[src/rtl/code_decoder_sequencer.sv]
// Queues 2-bit codes in a small FIFO and replays each one as a
// one-hot output held for a fixed number of cycles.
module code_decoder_sequencer #(
    parameter int N_OUT       = 3,
    parameter int HOLD_CYCLES = 4,
    parameter int DEPTH       = 4
) (
    input  logic                     clock,
    input  logic                     reset,
    input  logic [1:0]               in_code,
    input  logic                     in_valid,
    output logic                     in_ready,
    input  logic                     clear_err,
    output logic [N_OUT-1:0]         onehot,
    output logic                     active,
    output logic                     done_pulse,
    output logic                     err_illegal,
    output logic [7:0]               err_count,
    output logic [$clog2(DEPTH):0]   fifo_level
);

    localparam int AW       = $clog2(DEPTH);
    localparam int HOLD_EFF = (HOLD_CYCLES < 1) ? 1 : HOLD_CYCLES;
    localparam logic [7:0]  HOLD_LOAD = 8'(HOLD_EFF - 1);
    localparam logic [AW:0] FULL      = (AW + 1)'(DEPTH);

    typedef enum logic {
        IDLE,
        HOLD
    } state_t;

    state_t           state_q;
    state_t           state_d;
    logic [N_OUT-1:0] onehot_q;
    logic [N_OUT-1:0] onehot_d;
    logic [7:0]       cnt_q;
    logic [7:0]       cnt_d;

    logic [1:0]       mem [DEPTH];
    logic [AW-1:0]    wr_ptr;
    logic [AW-1:0]    rd_ptr;
    logic [AW:0]      level_q;

    logic             xfer;
    logic             legal;
    logic             push;
    logic             pop;
    logic             empty;
    logic             bad_xfer;
    logic [N_OUT-1:0] head_dec;

    assign in_ready   = (level_q < FULL);
    assign empty      = (level_q == '0);
    assign xfer       = in_valid && in_ready;
    assign legal      = ({30'd0, in_code} < 32'(N_OUT));
    assign push       = xfer && legal;
    assign bad_xfer   = xfer && !legal;
    assign head_dec   = N_OUT'(1) << mem[rd_ptr];

    assign onehot     = onehot_q;
    assign active     = (state_q == HOLD);
    assign fifo_level = level_q;

    // FIFO storage; only legal codes are ever written
    always_ff @(posedge clock) begin
        if (push) begin
            mem[wr_ptr] <= in_code;
        end
    end

    // FIFO pointers and occupancy, wrapping modulo DEPTH
    always_ff @(posedge clock or negedge reset) begin
        if (!reset) begin
            wr_ptr  <= '0;
            rd_ptr  <= '0;
            level_q <= '0;
        end else begin
            if (push) begin
                wr_ptr <= wr_ptr + 1'b1;
            end
            if (pop) begin
                rd_ptr <= rd_ptr + 1'b1;
            end
            case ({push, pop})
                2'b10:   level_q <= level_q + 1'b1;
                2'b01:   level_q <= level_q - 1'b1;
                default: level_q <= level_q;
            endcase
        end
    end

    // Sequencer state, one-hot output and hold counter registers
    always_ff @(posedge clock or negedge reset) begin
        if (!reset) begin
            state_q  <= IDLE;
            onehot_q <= '0;
            cnt_q    <= '0;
        end else begin
            state_q  <= state_d;
            onehot_q <= onehot_d;
            cnt_q    <= cnt_d;
        end
    end

    // Next-state: pop the head when idle or at the end of a hold
    always_comb begin
        state_d    = state_q;
        onehot_d   = onehot_q;
        cnt_d      = cnt_q;
        pop        = 1'b0;
        done_pulse = 1'b0;
        case (state_q)
            IDLE: begin
                onehot_d = '0;
                if (!empty) begin
                    pop      = 1'b1;
                    onehot_d = head_dec;
                    cnt_d    = HOLD_LOAD;
                    state_d  = HOLD;
                end
            end
            HOLD: begin
                if (cnt_q != 8'd0) begin
                    cnt_d = cnt_q - 8'd1;
                end else begin
                    done_pulse = 1'b1;
                    if (!empty) begin
                        pop      = 1'b1;
                        onehot_d = head_dec;
                        cnt_d    = HOLD_LOAD;
                    end else begin
                        onehot_d = '0;
                        state_d  = IDLE;
                    end
                end
            end
            default: begin
                state_d = IDLE;
            end
        endcase
    end

    // Sticky illegal-code flag and saturating counter
    always_ff @(posedge clock or negedge reset) begin
        if (!reset) begin
            err_illegal <= 1'b0;
            err_count   <= 8'd0;
        end else if (clear_err) begin
            err_illegal <= bad_xfer;
            err_count   <= bad_xfer ? 8'd1 : 8'd0;
        end else if (bad_xfer) begin
            err_illegal <= 1'b1;
            if (err_count != 8'hFF) begin
                err_count <= err_count + 8'd1;
            end
        end
    end

endmodule
[config.mk]
export PLATFORM = sky130hd
export DESIGN_NAME = code_decoder_sequencer
export DESIGN_NICKNAME = d
export VERILOG_FILES = /design/src/rtl/code_decoder_sequencer.sv
export SDC_FILE = /design/constraint.sdc
export NUM_CORES = 1
export LEC_CHECK = 0
export CAP_MARGIN = 10
export CORE_UTILIZATION = 40
export DETAILED_ROUTE_END_ITERATION = 16
export SYNTH_ARGS = -nofsm -noshare
export SYNTH_HDL_FRONTEND = slang
export SYNTH_SLANG_ARGS = --single-unit
[constraint.sdc]
create_clock -name clock -period 5.6 [get_ports clock]
set_input_delay 0.84 -clock clock [delete_from_list [all_inputs] [get_ports clock]]
set_output_delay 0.84 -clock clock [all_outputs]
set_load 0.03 [all_outputs]
* Word level (Yosys, flattened, before mapping) *
Memory sizes are Yosys's and may differ from the RTL's.
Cells that the tools add are included.
Widths: inputs -> output; s select.

cells by class
  add/subtract/negate cells = 6
  magnitude comparators = 2
  eq/ne operators = 4
  shift operators = 1
  mux-type cells = 22
  bitwise logic cells = 1
  reductions and logical operators = 10

operators with widths
  kind                 count
  $mux 8               5
  $pmux 8 s2           1
  $pmux 3 s2           2
  $mux 1               10
  $add 8x1->8 const B  1
  $ne 8x8->1 const B   1
  $reduce_bool 8->1    1
  $sub 8x1->8 const B  1
  $mux 3               2
  $reduce_bool 2->1    3
  $add 2x1->2 const B  2
  $pmux 1 s2           2
  $add 3x1->3 const B  1
  $logic_and 1x1->1    3
  $logic_not 3->1      1
  $lt 3x3->1 const B   1
  $shl 1x2->3 const A  1
  $sub 3x1->3 const B  1
  $eq 2x1->1 const B   1
  $eq 2x2->1 const B   1
  $lt 2x2->1 const B   1
  $ne 2x2->1 const B   1
  $reduce_and 2->1     1
  $logic_not 1->1      1
  $not 1->1            1

storage, ports and cells
  register bits = 28
  RAM bits = 8
  bits of input ports = 6
  output and inout port bits = 18
  logic and storage cells = 55
  memories = 1

memories
  memory  depth  width  rd ports  clocked after Yosys merged registers in  write ports  line  RTL
  mem     4      2      1         0                                        1            39    logic [1:0] mem [DEPTH];

* Logic depth before layout (Yosys ltp) *
Gate-level depths: netlist of run 1.

  word-level depth = 6
  gate-level depth with buffers = 11
  depth with buffers taken out = 11

* Least setup slack after synthesis of run 1 *
Ideal clock, no wire load.

  path kind = register to register
  start = register cnt_q[0]
  end = register level_q[2], in the netlist fifo_level[2]
  library setup time = 133 ps
  arrival = 2529 ps
  data required time = 5467 ps
  slack = 2938 ps
  stages on the path, launching flop included = 12
  buffers on the path = 0
  clock period less this slack = 2662 ps
  cells stage by stage = dfrtp_1 -> inv_1 -> ha_1 -> or4b_4 -> o41a_4 -> nor2_4 -> ha_1 -> inv_1 -> fa_1 -> xor2_1 -> nor2_1 -> xnor2_1

between the ends
  longest elaborated chain between the ends = 5
  elaborated cells on any way between the ends = 7
  those cells by class = eq/ne: 2; mux: 3; reduce/logical: 2

RTL lines
  item                                             line  RTL
  from (decl)                                      36    logic [7:0] cnt_q;
  from (signal assigned)                           101   cnt_q <= cnt_d;
  $reduce_bool 8->1 (*)                            123   if (cnt_q != 8'd0) begin
  $mux 1 (*)                                       123
  $pmux 1 s2 (*)                                   112   case (state_q)
  named net pop                                    47    logic pop;
  $eq 2x1->1 or $eq 2x2->1 (tied branches)         84    case ({push, pop})
  $pmux 3 s2 or $reduce_bool 2->1 (tied branches)  --
  to (signal assigned)                             85    2'b10: level_q <= level_q + 1'b1;
  to (signal assigned)                             86    2'b01: level_q <= level_q - 1'b1;
  to (signal assigned)                             87    default: level_q <= level_q;
  to (decl)                                        42    logic [AW:0] level_q;

Mark *: on every way through the listed nets, which the timed path passes. The rest lies on a longest branch.
A chain may end at the register's enable or synchronous reset.

* Final worst setup path of run 1 *
  start = register cnt_q[0]
  end = output port done_pulse

between the ends
  longest elaborated chain between the ends = 3

RTL lines
  item               line  RTL
  $reduce_bool 8->1  123
  $mux 1             123
  $mux 1             112
  to (decl)          16    output logic done_pulse,

Every way passes these cells.

==> metrics.md, run 1 <==
| Metric | Value |
|---|---|
| Status | `complete, no violations` |
| Worst vdd ir | `0.0002153 V` |
| Worst skew pair latency | `0.29 ns` |
| CTS root buffer | `clkbuf_8` |
| Post-CTS setup buffer count | `0` |
| Cts hold-fix bufs | `0` |
| Core box area | `0.004354 mm2` |
| Longest Clk Path Bufs | `2` |
| Cell Pwr Density | `433.2 mW/mm2` |
| Yosys warning total | `0` |
| Via count | `1302` |
| F_max | `323.7 MHz` |
| Layout area overhead | `19.92%` |
| Post-synth EDFFs | `8` |
| Post-synthesis cell count | `159` |
| Critical-path maximum fanout | `6` |
| Design Power | `0.0009465 W` |
| Largest area contributor in the netlist | `dfrtp_1` |
| WS Path Type | `reg2out` |
| Starting Density | `41.84%` |
| Vias in the first global route | `1376` |
| Clock skew | `0.002684 ns` |
| CP startpoint kind | `register` |
| Seq/Total Area, Yosys | `51.65%` |
| Most frequent cells in the layout | `28 x dfrtp_1, 23 x clkdlybuf4s50_1, 14 x inv_1` |
| Synth Flop Type | `dfrtp_1` |
| Hold Vio Cnt, Final | `0` |
| FP Rows | `24` |
| Hold Path Class | `reg2reg` |
| Synth top area cells | `dfrtp_1 38%, edfxtp_1 13%, ha_1 5.5%, inv_1 2.9%, mux4_2 2.5%` |
| FF+latch area | `940.9 um2` |
| Setup crit end kind | `primary output` |
| Avg Inst Size Synth | `11.46 um2` |
| Total wire length | `3451 um` |
| CTS tree | `done` |
| Detailed Route Iter0 Violations | `100` |
| Synth unique cells | `40` |
| Die Width | `69.49 um` |
| Clock power share | `18.5%` |
| Initial antenna violation count | `0` |
| Tmin final | `3.089 ns` |
| Final Max Tran Viols | `0` |
| # setup viols final | `0` |
| Sink Count | `36` |
| Register share of total power | `45.2%` |
| Internal Power | `0.0005824 W` |
| WP data arrival | `2.25 ns` |
| Post-Syn Area | `0.001822 mm2` |
| NetSw | `0.0003641 W` |
| First drt pass iteration count | `4` |
| First-pass GRT wire length | `6292 um` |
| Net Count, Synth | `174` |
| Synth top area share | `38.46%` |
| CTS clk-pin slew, worst paths | `0.07 ns` |
| # DRC | `0` |
| Routed Antenna Nets | `0` |
| Worst slew margin | `63.98%` |
| DIE HEIGHT | `69.49 um` |
| CP Cell Sequence | `inv_1 -> ha_1 -> or4b_4 -> nor2_1 -> clkdlybuf4s50_1` |
| GP Congestion | `0.7849` |
| Ports | `24` |
| Dpl hpwl | `2489 um` |
| Switching Fraction | `38.47%` |
| Total GRT Usage | `16.54%` |
| Average wire per standard cell | `14.44 um` |
| Slowest stage delay, CP | `0.68 ns` |
| Ant. Diodes | `0` |
| Multi-input logic area | `805.8 um2` |
| Die footprint | `0.004828 mm2` |
| Nets | `201` |
| H-tree depth | `2` |
| Pin slew with the least headroom to its limit | `0.5267 ns` |
| Largest net degree at the start of global routing | `29` |
| FILL cells | `389` |
| Grt ovf | `0` |
| Min Hold Slack | `0.4959 ns` |
| R2R Setup Slk | `2.73 ns` |
| Comb pwr share | `36.3%` |
| Via density | `5.448` |
| Wl on met1 | `1604 um` |
| Commonest non-fill, non-tap cell in the layout | `dfrtp_1` |
| Utilization after layout | `50.17%` |
| Final Cycle Share | `55.16%` |
| Detail Route met2 WL | `1665 um` |
| RSZ-0062 raised after global routing | `false` |
| Worst path required time | `4.76 ns` |
| Share of cells above drive strength 1 | `8.021%` |
| Async SR Flop Fraction | `77.78%` |
| Setup TNS | `0 ns` |
| # resized after CTS | `0` |
| Leakage power | `0.9288 nW` |
| Met3 wire length | `137 um` |
| IO Port Bufs | `23` |
| FF+latch count, synth | `36` |
| Clock buffer count from CTS | `5` |
| Maxcap violations | `0` |
| Slowest cell on crit path | `clkdlybuf4s50_1` |
| Top layer in use | `met4` |
## critical path, delay by kind of cell, from the launching register on
family	cells	cell delay, ns
buffers and inverters	2	0.78
DFF	1	0.43
and+or+nand+nor	2	0.63
adders and majority gates	1	0.13
## path summary, 6_finish.rpt
| path | from | to | depth (start not counted) |
|---|---|---|---|
| min | err_illegal$_DFFE_PN0P_ | err_illegal$_DFFE_PN0P_ | 1 |
| min in group asynchronous | reset | cnt_q[3]$_DFF_PN0_ | 2 |
| max in group asynchronous | reset | err_count[6]$_DFFE_PN0P_ | 2 |
| max | cnt_q[0]$_DFF_PN0_ | done_pulse | 5 |
| min reg2reg | err_illegal$_DFFE_PN0P_ | err_illegal$_DFFE_PN0P_ | 1 |
| max reg2reg | cnt_q[0]$_DFF_PN0_ | fifo_level[2]$_DFFE_PN0P_ | 11 |
## layout make-up
| cell class | count | area share [%] |
|---|---|---|
| clock buffers | 5 | 3.150 |
| clock inverters | 3 | 0.6300 |
| inverters | 14 | 2.405 |
| multi-input cells | 105 | 36.88 |
| flip-flops and latches | 36 | 43.07 |
| well taps | 52 | 2.978 |
| repair buffers | 24 | 10.88 |
## registers in the layout, summed over array words and instances (netlist names)
| signal | count |
|---|---|
| cnt_q | 8 |
| err_illegal | 1 |
| active | 1 |
| fifo_level | 3 |
| err_count | 8 |
| rd_ptr | 2 |
| onehot | 3 |
| wr_ptr | 2 |
| mem | 8 |
## power by group through the flow
| stage | Combinational, W | Clock (W) | Sequential (W) |
|---|---|---|---|
| after CTS | 0.000349 | 0.000182 | 0.000430 |
| after floorplan | 0.000212 | 0 | 0.000449 |
| final | 0.000343 | 0.000175 | 0.000428 |
| after global placement | 0.000339 | 0 | 0.000432 |
| after detailed placement | 0.000346 | 0 | 0.000435 |
| after global routing | 0.000386 | 0.000194 | 0.000443 |
## per-stage QoR
step	setup WS, ns	cells	area [um2]
after floorplan	2.938	159	1822
after global placement	2.752	231	2102
after detailed placement	2.682	231	2102
after CTS	2.481	239	2185
after global routing	2.401	239	2185
final	2.511	239	2185
## synthesized netlist by cell type, types with 4 or more instances
cell type,n
and3_1,5
ha_1,8
edfxtp_1,8
xor2_1,4
and2_1,4
dfrtp_1,28
o21ai_0,5
nor2_1,10
nor3_1,8
xnor2_1,5
inv_1,14
nand3_1,4
nand2_1,9
a21oi_1,6
## logic make-up (layout without fill, tap and decap cells)
kind of cell	after synthesis	count (layout)	synth area share (%)
buffers and inverters	18	46	4.121
adder cells (fa/ha/maj)	9	9	6.594
XOR/XNOR	9	9	4.327
AO/OA/AOI/OAI	28	28	12.43
flip-flops	36	36	51.65
multiplexers	6	6	4.739
AND/OR/NAND/NOR	53	53	16.14
## routing by layer
metal,track usage [%],up-vias
met1,20.63,643
li1,-,631
met2,27.62,24
met4,5.669,0
met3,4.506,4
met5,0,-
Power figures use the tool's default switching activity.
==> run 2: changes to the inputs <==
- clock period: 5.6 -> 2.7 ns (I/O delays scaled with it)
==> run 2 against run 1 <==
  * Global-route usage is 0.15 points higher
  * Hold slack worse by 0.011 ns
  * Sequential power increased by 110%
  * Core utilization increased by 2.1 points
  * Setup slack lost 2.4 ns
  * Clock-buffer cell count unchanged
  * First-iteration DRC count fell by 36%
  * Flip-flop and latch count unchanged
  * Critical endpoint is now fifo_level[2]$_DFFE_PN0P_
==> metrics.md, run 2 (synthesis results as in run 1) <==
| Metric | Value |
|---|---|
| Hold Vio Cnt, Final | `0 (unchanged)` |
| Largest regs | `cnt_q x8, err_count x8, mem x8` |
| Core box area | `0.004354 mm2 (unchanged)` |
| Met1 Usage GRT | `19.67% (-0.96 points)` |
| Die Width | `69.49 um (unchanged)` |
| Hold path depth | `1 (unchanged)` |
| Commonest non-fill, non-tap cell in the layout | `dfrtp_1` |
| First drt pass iteration count | `4 (unchanged)` |
| Pin slew with the least headroom to its limit | `0.5862 ns (+0.05952 ns)` |
| Worst path required time | `2.92 ns (-1.84 ns)` |
| NetSw | `0.0007876 W (+120%)` |
| Leakage power | `0.9668 nW (+4.1%)` |
| Total wire length | `3631 um (+5.2%)` |
| Maxcap violations | `0 (unchanged)` |
| Cell Pwr Density | `899.8 mW/mm2 (+110%)` |
| Final WS setup | `0.1205 ns (-2.390 ns)` |
| Status | `complete, no violations` |
| Worst skew pair latency | `0.29 ns (about the same)` |
| Longest Clk Path Bufs | `2 (unchanged)` |
| CTS clk-pin slew, worst paths | `0.08 ns (about the same)` |
| Detailed Route Iter0 Violations | `64 (-36%)` |
| CP startpoint kind | `register` |
| Starting Density | `41.84% (unchanged)` |
| Clock buffer count from CTS | `5 (unchanged)` |
| Internal Power | `0.001260 W (+120%)` |
| CTS root buffer | `clkbuf_8` |
| Utilization after layout | `52.27% (+2.1 points)` |
| Most frequent cells in the layout | `28 x dfrtp_1, 22 x clkdlybuf4s50_1, 12 x inv_1` |
| DIE HEIGHT | `69.49 um (unchanged)` |
| Final Cycle Share | `95.54%` |
| Routed Antenna Nets | `0 (unchanged)` |
| GP Congestion | `0.7598 (-3.2%)` |
| Tmin final | `2.579 ns` |
| Met2 usage | `28.91% (+1.3 points)` |
| Share of cells above drive strength 1 | `14.80% (+6.8 points)` |
| Largest net degree at the start of global routing | `29 (unchanged)` |
| Final Max Tran Viols | `0 (unchanged)` |
| # DRC | `0 (unchanged)` |
| Setup crit end kind | `register` |
| Via count | `1359 (+4.4%)` |
| Total GRT Usage | `16.69% (+0.15 points)` |
| Grt met3 use | `4.506% (unchanged)` |
| FP Rows | `24 (unchanged)` |
| WP data arrival | `2.79 ns (+0.54 ns)` |
| Cts hold-fix bufs | `0 (unchanged)` |
| Worst Reg2Reg Path Length in Cells | `11 (unchanged)` |
| Worst vdd ir | `0.0004192 V (+95%)` |
| Most Used Layer, Global Route | `met2` |
| Switching Fraction | `38.46% (about the same)` |
| Ant. Diodes | `0 (unchanged)` |
| F_max | `387.7 MHz` |
| CTS tree | `done` |
| Hold Path Class | `reg2reg` |
| Vias in the first global route | `1406 (+2.2%)` |
| WS Path Type | `reg2reg` |
| IO Port Bufs | `23 (unchanged)` |
| Grt ovf | `0 (unchanged)` |
| Via density | `5.480 (+0.59%)` |
| First-pass GRT wire length | `6368 um (+1.2%)` |
| Worst slew margin | `59.91% (-4.1 points)` |
| Nets | `210 (+4.5%)` |
| Clock skew | `0.005608 ns (+0.002924 ns)` |
| Register share of total power | `42.9% (-2.3 points)` |
| Initial antenna violation count | `0 (unchanged)` |
| H-tree depth | `2 (unchanged)` |
| Design Power | `0.002048 W (+120%)` |
| # setup viols final | `0 (unchanged)` |
| Dpl hpwl | `2650 um (+6.5%)` |
| Ports | `24 (unchanged)` |
| Layout area overhead | `24.93%` |
| Place WS | `0.04295 ns (-2.639 ns)` |
| Average wire per standard cell | `14.64 um (+1.4%)` |
| Critical-path maximum fanout | `3 (-3)` |
| Comb pwr share | `38.2% (+1.9 points)` |
| Clock power share | `18.9% (+0.4 points)` |
| Sink Count | `36 (unchanged)` |
| Die footprint | `0.004828 mm2 (unchanged)` |
run 2: cell count changes in the layout (fill, tap and decap cells not counted), moves of 2 or more:
cell / delta
inv_1: -2
clkinvlp_4: +2
clkinv_2: -2
inv_2: +2
buf_4: +9
run 2: layer usage:
metal / up-vias / wire length (um)
met3: 8 / 121
met5: - / 0
met2: 26 / 1878
li1: 645 / -
met4: 0 / 62
met1: 680 / 1568
run 2: worst max-delay path, stage by stage (launching register included):
cell	delay, ns
dfrtp_1	0.41
inv_2	0.07
ha_1	0.13
or4b_4	0.46
o41a_4	0.38
nor2_4	0.14
ha_4	0.15
inv_1	0.05
fa_2	0.33
xor2_1	0.14
nor2_1	0.13
xnor2_1	0.13
run 2: final timing paths:
check                                            end  slack, ns               start
max                        fifo_level[2]$_DFFE_PN0P_       0.12  cnt_q[1]$_DFF_PN0_
min                               cnt_q[7]$_DFF_PN0_       0.48  cnt_q[7]$_DFF_PN0_
max reg2reg                fifo_level[2]$_DFFE_PN0P_       0.12  cnt_q[1]$_DFF_PN0_
min reg2reg                       cnt_q[7]$_DFF_PN0_       0.48  cnt_q[7]$_DFF_PN0_
max in group asynchronous           active$_DFF_PN0_       1.94               reset
min in group asynchronous      onehot[1]$_DFFE_PN0P_       0.49               reset
run 2: stage by stage:
step	instance area, um2	instances	TNS [ns]	hold WS [ns]
after floorplan	1822	159	0	0.1094
after global placement	2155	238	0	0.4745
after detailed placement	2155	238	0	0.4798
after CTS	2246	246	0	0.4889
after global routing	2276	248	-0.0002736	0.5221
final	2276	248	0	0.4844
run 2: cell type report:
cell class	count	area (um2)
clock buffers	5	68.82
clock inverters	3	23.77
fillers	388	2078
inverters	14	52.55
multi-input cells	105	820.8
flip-flops and latches	36	940.9
well taps	52	65.06
repair buffers	33	304.0
run 2: power groups by stage:
stage / logic [W] / registers (W) / clock network (W)
3_5_place_dp: 0.000749 / 0.000891 / 0
5_1_grt: 0.000870 / 0.000904 / 0.000429
2_1_floorplan: 0.000440 / 0.000930 / 0
4_1_cts: 0.000752 / 0.000881 / 0.000403
6_report: 0.000782 / 0.000878 / 0.000388
3_3_place_gp: 0.000726 / 0.000878 / 0
run 2: repair_timing:
item                                    CTS  global route
endpoints found under the setup margin    1             1
gates resized for setup                   1             5
buffers inserted                          0             2
pin swaps                                 0             3
